<file path="config.mk">
export PLATFORM = sky130hd
export DESIGN_NAME = sigmoid_index_search
export DESIGN_NICKNAME = d
export VERILOG_FILES = /design/src/rtl/sigmoid_index_search.sv
export SDC_FILE = /design/constraint.sdc
export NUM_CORES = 1
export LEC_CHECK = 0
export ABC_AREA = 1
export ABC_CLOCK_PERIOD_IN_PS = 4400
export CAP_MARGIN = 25
export CORE_ASPECT_RATIO = 0.7
export CORE_MARGIN = 3
export CORE_UTILIZATION = 40
export CTS_CLUSTER_DIAMETER = 50
export DETAILED_ROUTE_END_ITERATION = 6
export PLACE_DENSITY = 0.59
export RECOVER_POWER = 50
export SLEW_MARGIN = 15
export SYNTH_ARGS = -nofsm -noshare
export SYNTH_HDL_FRONTEND = slang
export SYNTH_SLANG_ARGS = --single-unit
</file>
<file path="constraint.sdc">
create_clock -name clk -period 4.4 [get_ports clk]
set_clock_uncertainty 0.15 [all_clocks]
set_input_delay 0.66 -clock clk [delete_from_list [all_inputs] [get_ports clk]]
set_output_delay 0.66 -clock clk [all_outputs]
set_load 0.005 [all_outputs]
</file>
<file path="src/rtl/sigmoid_index_search.sv">
// sigmoid_index_search
//
// Reverse lookup for the activation table. The block holds a writable table of
// DEPTH FP16 entries. For a presented FP16 value it returns the index of the
// largest entry that does not exceed that value. The table is scanned one
// entry per clock, so every search takes exactly DEPTH cycles.
//
// Ports
//   clk        rising-edge clock
//   reset      synchronous, active-high reset
//   wr_en      table write strobe (honoured only while wr_ready is high)
//   wr_addr    table write address; addresses >= DEPTH are dropped
//   wr_data    table write data
//   wr_ready   writes are accepted (IDLE, out of reset)
//   in_valid   search value valid
//   in_ready   block can accept a search value
//   in_value   FP16 value to search for
//   out_valid  result valid; result fields held until out_ready
//   out_ready  downstream accepts the result
//   out_index  selected table index (0 when out_none)
//   out_hit    selected entry equals the search value exactly
//   out_none   no table entry is <= the search value
module sigmoid_index_search #(
    parameter int DEPTH  = 10,
    parameter int IDX_W  = 5,
    parameter int DATA_W = 16
) (
    input  logic              clk,
    input  logic              reset,
    input  logic              wr_en,
    input  logic [IDX_W-1:0]  wr_addr,
    input  logic [DATA_W-1:0] wr_data,
    output logic              wr_ready,
    input  logic              in_valid,
    output logic              in_ready,
    input  logic [DATA_W-1:0] in_value,
    output logic              out_valid,
    input  logic              out_ready,
    output logic [IDX_W-1:0]  out_index,
    output logic              out_hit,
    output logic              out_none
);

    typedef enum logic [1:0] {
        IDLE,
        SCAN,
        DONE
    } state_t;

    state_t            state;
    logic [DATA_W-1:0] table_q [DEPTH];

    // Search context
    logic [DATA_W-1:0] x_key;
    logic [IDX_W-1:0]  scan_idx;
    logic              best_valid;
    logic [IDX_W-1:0]  best_idx;
    logic [DATA_W-1:0] best_key;

    // Combinational view of the entry under the scan pointer
    logic [DATA_W-1:0] entry_sel;
    logic [DATA_W-1:0] entry_key;
    logic              take;
    logic              nxt_best_valid;
    logic [IDX_W-1:0]  nxt_best_idx;
    logic [DATA_W-1:0] nxt_best_key;
    logic              scan_last;

    // Maps an FP16 bit pattern to an unsigned key with the same ordering as
    // the real numbers it encodes. Positives get the top bit set so they sit
    // above every negative; negatives are inverted so larger magnitudes sort
    // lower. -0 is folded onto +0 so both zeros share one key.
    function automatic logic [DATA_W-1:0] order_key(input logic [DATA_W-1:0] v);
        logic [DATA_W-1:0] m;
        m = v;
        if (m == {1'b1, {(DATA_W-1){1'b0}}}) begin
            m = '0;
        end
        if (!m[DATA_W-1]) begin
            order_key = {1'b1, m[DATA_W-2:0]};
        end else begin
            order_key = ~m;
        end
    endfunction

    // Power-on contents of the activation table
    function automatic logic [DATA_W-1:0] default_entry(input int unsigned i);
        logic [15:0] e;
        case (i)
            0:       e = 16'h5800;
            1:       e = 16'h2000;
            2:       e = 16'h2000;
            3:       e = 16'h3000;
            4:       e = 16'h2800;
            5:       e = 16'h2C00;
            6:       e = 16'h3000;
            7:       e = 16'h3000;
            8:       e = 16'h3400;
            9:       e = 16'h3800;
            default: e = 16'h0000;
        endcase
        default_entry = DATA_W'(e);
    endfunction

    // Table read through an explicit compare-mux so that the pointer width
    // never has to match the table depth.
    always_comb begin
        entry_sel = '0;
        for (int unsigned i = 0; i < DEPTH; i++) begin
            if (scan_idx == IDX_W'(i)) begin
                entry_sel = table_q[i];
            end
        end
        entry_key = order_key(entry_sel);

        // Strict '>' against the current best keeps the lowest index on ties.
        take = (entry_key <= x_key) && (!best_valid || (entry_key > best_key));

        nxt_best_valid = best_valid | take;
        nxt_best_idx   = take ? scan_idx  : best_idx;
        nxt_best_key   = take ? entry_key : best_key;

        scan_last = (scan_idx == IDX_W'(DEPTH - 1));
    end

    always_ff @(posedge clk) begin
        if (reset) begin
            state      <= IDLE;
            in_ready   <= 1'b0;
            wr_ready   <= 1'b0;
            out_valid  <= 1'b0;
            out_index  <= '0;
            out_hit    <= 1'b0;
            out_none   <= 1'b0;
            x_key      <= '0;
            scan_idx   <= '0;
            best_valid <= 1'b0;
            best_idx   <= '0;
            best_key   <= '0;
            for (int unsigned i = 0; i < DEPTH; i++) begin
                table_q[i] <= default_entry(i);
            end
        end else begin
            case (state)
                IDLE: begin
                    // Ready flags are registered, so the first cycle after
                    // reset release still shows them low.
                    in_ready <= 1'b1;
                    wr_ready <= 1'b1;

                    if (wr_en && wr_ready) begin
                        for (int unsigned i = 0; i < DEPTH; i++) begin
                            if (wr_addr == IDX_W'(i)) begin
                                table_q[i] <= wr_data;
                            end
                        end
                    end

                    // A write on the accept edge lands before the first scan
                    // cycle, so the search sees it.
                    if (in_valid && in_ready) begin
                        x_key      <= order_key(in_value);
                        scan_idx   <= '0;
                        best_valid <= 1'b0;
                        best_idx   <= '0;
                        best_key   <= '0;
                        in_ready   <= 1'b0;
                        wr_ready   <= 1'b0;
                        state      <= SCAN;
                    end
                end

                SCAN: begin
                    best_valid <= nxt_best_valid;
                    best_idx   <= nxt_best_idx;
                    best_key   <= nxt_best_key;
                    scan_idx   <= scan_idx + 1'b1;

                    // Result is formed from the post-update best so the
                    // final entry is included without an extra cycle.
                    if (scan_last) begin
                        out_valid <= 1'b1;
                        out_none  <= !nxt_best_valid;
                        out_index <= nxt_best_valid ? nxt_best_idx : '0;
                        out_hit   <= nxt_best_valid && (nxt_best_key == x_key);
                        state     <= DONE;
                    end
                end

                DONE: begin
                    if (out_ready) begin
                        out_valid <= 1'b0;
                        in_ready  <= 1'b1;
                        wr_ready  <= 1'b1;
                        state     <= IDLE;
                    end
                end

                default: begin
                    state <= IDLE;
                end
            endcase
        end
    end

endmodule

</file>
==> run summary <==
The placeable core area is 28010 µm². The width of the chip was 208.5 µm. Counting every instance in the synthesized netlist gives 1393. Average footprint of a synthesized cell: 8.246 µm². The count of input and output buffers is 51. The tree built by TritonCTS fans out to 214 sinks.

The run gives 0 as the total count of hold-check failures in the final report. The basic-gate share of the synthesized area counting and, or, nand and nor cells is 28.74%, and the tightest slew margin relative to the limit is 33.76%. Power per unit of standard cell area: 375.4 nW/µm². The first detailed-routing pass took 5 iterations. The run gives 0.55 ns as the source-to-sink clock delay at the later pin of the worst-skew pair.

The largest buffer count on any clock path was 3. The final count of pins violating max slew was 0; the final non-filler cell area was 15930 µm². At the end of routability-driven placement, the weighted congestion stood at 0.9063.

The compound-cell area share of the yosys netlist works out to 6.525%. By startpoint and endpoint, the worst setup path is classified as reg2reg. The post-synthesis cell area is 11490 µm². The via total after detailed routing was 10350; the pin count of the biggest net entering global routing was 31. The flow ran to the end, but the final reports show violations. The ratio of final minimum period to clock period is 118.5%, and the starting utilization of the core area is 41.00%.

The post-CTS clock slew at the launch and capture registers of the worst setup and hold paths was 0.06 ns. Counting every net in the synthesized netlist gives 1471. The fraction of synthesized area in multiplexers is 0%.

Area share of xor/xnor cells in the synthesized design: 1.754%. The tools report the number of H-tree levels as 1. For this run, the post-layout net count is 1681. The share of cells above drive strength 1 is 28.98%, and the number of hold-repair buffers added at the cts stage is 0. Sequential elements use 51.24% of the synthesized area. The logs give 22.71% for the combined global-route utilization of all metal layers and 52 for the I/O pin total.

The total power after layout came out at 0.005978 W. For this run, the leading register cell type out of synthesis is sky130_fd_sc_hd__edfxtp_1. Setup violations remaining at the end of the flow were counted as 29. Combinational family with the most area after synthesis: simple AND/OR/NAND/NOR gates. For the distinct cell type count after synthesis, the log shows 49.

The clock buffer count from CTS was 26; the count of warnings emitted by yosys was 0. Data on the critical path is required at its endpoint by 4.74 ns. The slowest stage of the critical path belongs to the cell sky130_fd_sc_hd__dfxtp_4. The run gives 9683 as the number of global-route vias before repair. Of all nets on the critical path, the largest fanout is 8.

Setup repair after global routing could not meet its margin everywhere. The element type at the critical path end was a flip-flop. The die covers 30820 µm².

In this run the static leakage power is 6.642 nW. The total wire length after detailed routing was 36110 µm; the post-synthesis share of cell area spent on full adders, half adders and majority gates was 3.922%. The tools report the arrival time at the worst endpoint as 5.55 ns.

The first routing iteration left 933 violations. The final reports fail on negative setup slack. Leaving out filler cells and counting taps, the final layout contains 1993. For this run the aggregate overflow at the end of global routing stands at 0. The utilization after layout was 56.85%. For the pin with the worst max-slew slack, the measured transition is 0.9936 ns. In the routed layout, each cell is associated on average with a via count of 5.194. In the routed design, unresolved DRC markers number 0. The cell sitting at the root of the clock tree is a sky130_fd_sc_hd__clkbuf_16. The number of placed instances, taps included, is 1889. The wire length of the first global-routing pass was 55060 µm; the final worst slack was -0.8146 ns.

The fraction of synthesis flops using an asynchronous set or reset pin came out at 0%. The floorplan has 51 rows. Dividing the detail-routed wire length by the instance count gives 18.12 µm. The number of flops mapped to enable cells by yosys works out to 160. TritonCTS built the clock tree. The class of the worst hold path is reg2reg. The repair_antennas step left the layout with diodes totalling 0. The count of maximum capacitance violations is 0.

Initial antenna violation count: 0. The area overhead of the layout relative to synthesis came out at 38.65%. The worst setup path is launched from a flip-flop. For the finished layout, the period the worst path requires is 5.215 ns. The tools report the total placed instance area as 13250 µm². On the worst path, the slowest cell contributes a delay of 0.38 ns.

The count of state elements after synthesis came out at 214. The count of nets left with antenna violations once routing finished came out at 0. The maximum ir drop on the vdd rail is 266.5 µV, and the vertical die dimension is 147.8 µm. For this run, the top clock speed supported by timing is 191.8 MHz.

The HPWL after detailed placement was 25280 µm.
[kinds of logic (layout without fill, tap and decap cells)]
family / count (synthesis) / count (layout)
AO/OA/AOI/OAI: 121 / 121
XOR/XNOR: 23 / 23
adder cells (fa/ha/maj): 36 / 36
buffers and inverters: 223 / 449
flip-flops: 214 / 214
AND/OR/NAND/NOR: 776 / 779
[cells in the mapped netlist, drive strengths merged (13+ instances only)]
library cell	number	area share, %
nand2	397	13
clkinv	17	0.56
edfxtp	160	42
clkbuf	27	0.88
xnor2	20	1.5
o22ai	13	0.71
o21ai	44	1.9
a32o	13	1.1
a21oi	32	1.5
ha	36	3.9
nand3	99	4.4
inv	157	5.2
or2	20	1.1
nor2	214	7.4
dfxtp	54	9.4
buf	22	1.2
nand4	18	0.98
[sequential cells by signal, summed over array words and instances (netlist names)]
register    flops
out_index       5
state           2
best_key       16
out_hit         1
table_q       160
out_valid       1
best_idx        5
scan_idx        5
in_ready        1
best_valid      1
x_key          16
out_none        1
[through the flow]
stage               TNS (ns)  worst slack [ns]  hold slack [ns]
global placement      -18.52           -0.9906           0.3035
global route          -21.94            -1.059           0.3480
floorplan            -0.1133           -0.1133           0.2954
detailed placement    -20.22            -1.032           0.3084
CTS                   -10.05           -0.5671           0.3220
finish                -16.55           -0.8146           0.3156
[final timing paths]
path / startpoint / end / slack [ns] / cells past startpoint
worst max-delay path: scan_idx[0]$_SDFFE_PP0P_ / best_idx[0]$_SDFFE_PP0P_ / -0.81 / 36
worst min-delay path: out_index[0]$_SDFFE_PP0P_ / out_index[0]$_SDFFE_PP0P_ / 0.32 / 2
worst max register to register: scan_idx[0]$_SDFFE_PP0P_ / best_idx[0]$_SDFFE_PP0P_ / -0.81 / 36
worst min register to register: out_index[0]$_SDFFE_PP0P_ / out_index[0]$_SDFFE_PP0P_ / 0.32 / 2
[worst max-delay path: cells and delay by family, from the launching register on]
family	cells	cell delay, ns
buffers and inverters	12	1.56
AND/OR/NAND/NOR	20	2.32
adder cells (fa/ha/maj)	2	0.44
AO/OA/AOI/OAI	2	0.29
flip-flops	1	0.38
[routing by layer]
metal  vias to the layer above  global-route usage (%)  share of wire [%]
met5                         -                       0                  0
met4                         0                   4.550                2.0
met3                        49                   3.882                8.3
met2                       380                   32.96                 42
met1                      4943                   35.64                 47
li1                       4980                       -                  -
[report_power, final]
group | total [W] | internal, W | switching (W)
Sequential | 0.00225 | 0.00223 | 0.0000278
Clock | 0.00221 | 0.00132 | 0.000890
Combinational | 0.00151 | 0.000679 | 0.000833
[placed cells by master, fill, tap and decap left out, types with 13 or more instances in the layout]
| cell type | count |
|---|---|
| sky130_fd_sc_hd__nand2_2 | 67 |
| sky130_fd_sc_hd__o22ai_1 | 13 |
| sky130_fd_sc_hd__nand2_1 | 301 |
| sky130_fd_sc_hd__ha_1 | 20 |
| sky130_fd_sc_hd__inv_1 | 135 |
| sky130_fd_sc_hd__o21ai_0 | 26 |
| sky130_fd_sc_hd__nand3_2 | 38 |
| sky130_fd_sc_hd__buf_6 | 32 |
| sky130_fd_sc_hd__nand3_1 | 56 |
| sky130_fd_sc_hd__ha_4 | 16 |
| sky130_fd_sc_hd__clkdlybuf4s50_1 | 39 |
| sky130_fd_sc_hd__a21oi_1 | 24 |
| sky130_fd_sc_hd__xnor2_1 | 20 |
| sky130_fd_sc_hd__buf_4 | 126 |
| sky130_fd_sc_hd__dfxtp_1 | 51 |
| sky130_fd_sc_hd__nand2_4 | 27 |
| sky130_fd_sc_hd__a32o_1 | 13 |
| sky130_fd_sc_hd__nor2_1 | 185 |
| sky130_fd_sc_hd__clkbuf_16 | 26 |
| sky130_fd_sc_hd__clkinv_1 | 19 |
| sky130_fd_sc_hd__nor2_4 | 18 |
| sky130_fd_sc_hd__nand4_1 | 18 |
| sky130_fd_sc_hd__edfxtp_1 | 160 |
[layout make-up]
| type | instances | area, µm² |
|---|---|---|
| Inverter | 174 | 693.2 |
| Fill cell | 2479 | 12090 |
| Tap cell | 371 | 464.2 |
| Sequential cell | 214 | 5892 |
| Clock buffer | 28 | 658.1 |
| Timing Repair inverter | 1 | 8.758 |
| Multi-Input combinational cell | 959 | 5813 |
| Timing Repair Buffer | 227 | 2173 |
| Clock inverter | 19 | 222.7 |
[what timing repair did]
| item | 4_1_cts | 5_1_grt |
|---|---|---|
| cloned | 7 | 0 |
| buffers inserted | 40 | 16 |
| setup endpoints to repair | 29 | 29 |
| pin swaps | 71 | 52 |
| gates resized for setup | 188 | 140 |
Note: power is estimated with default switching activity, not from simulation.
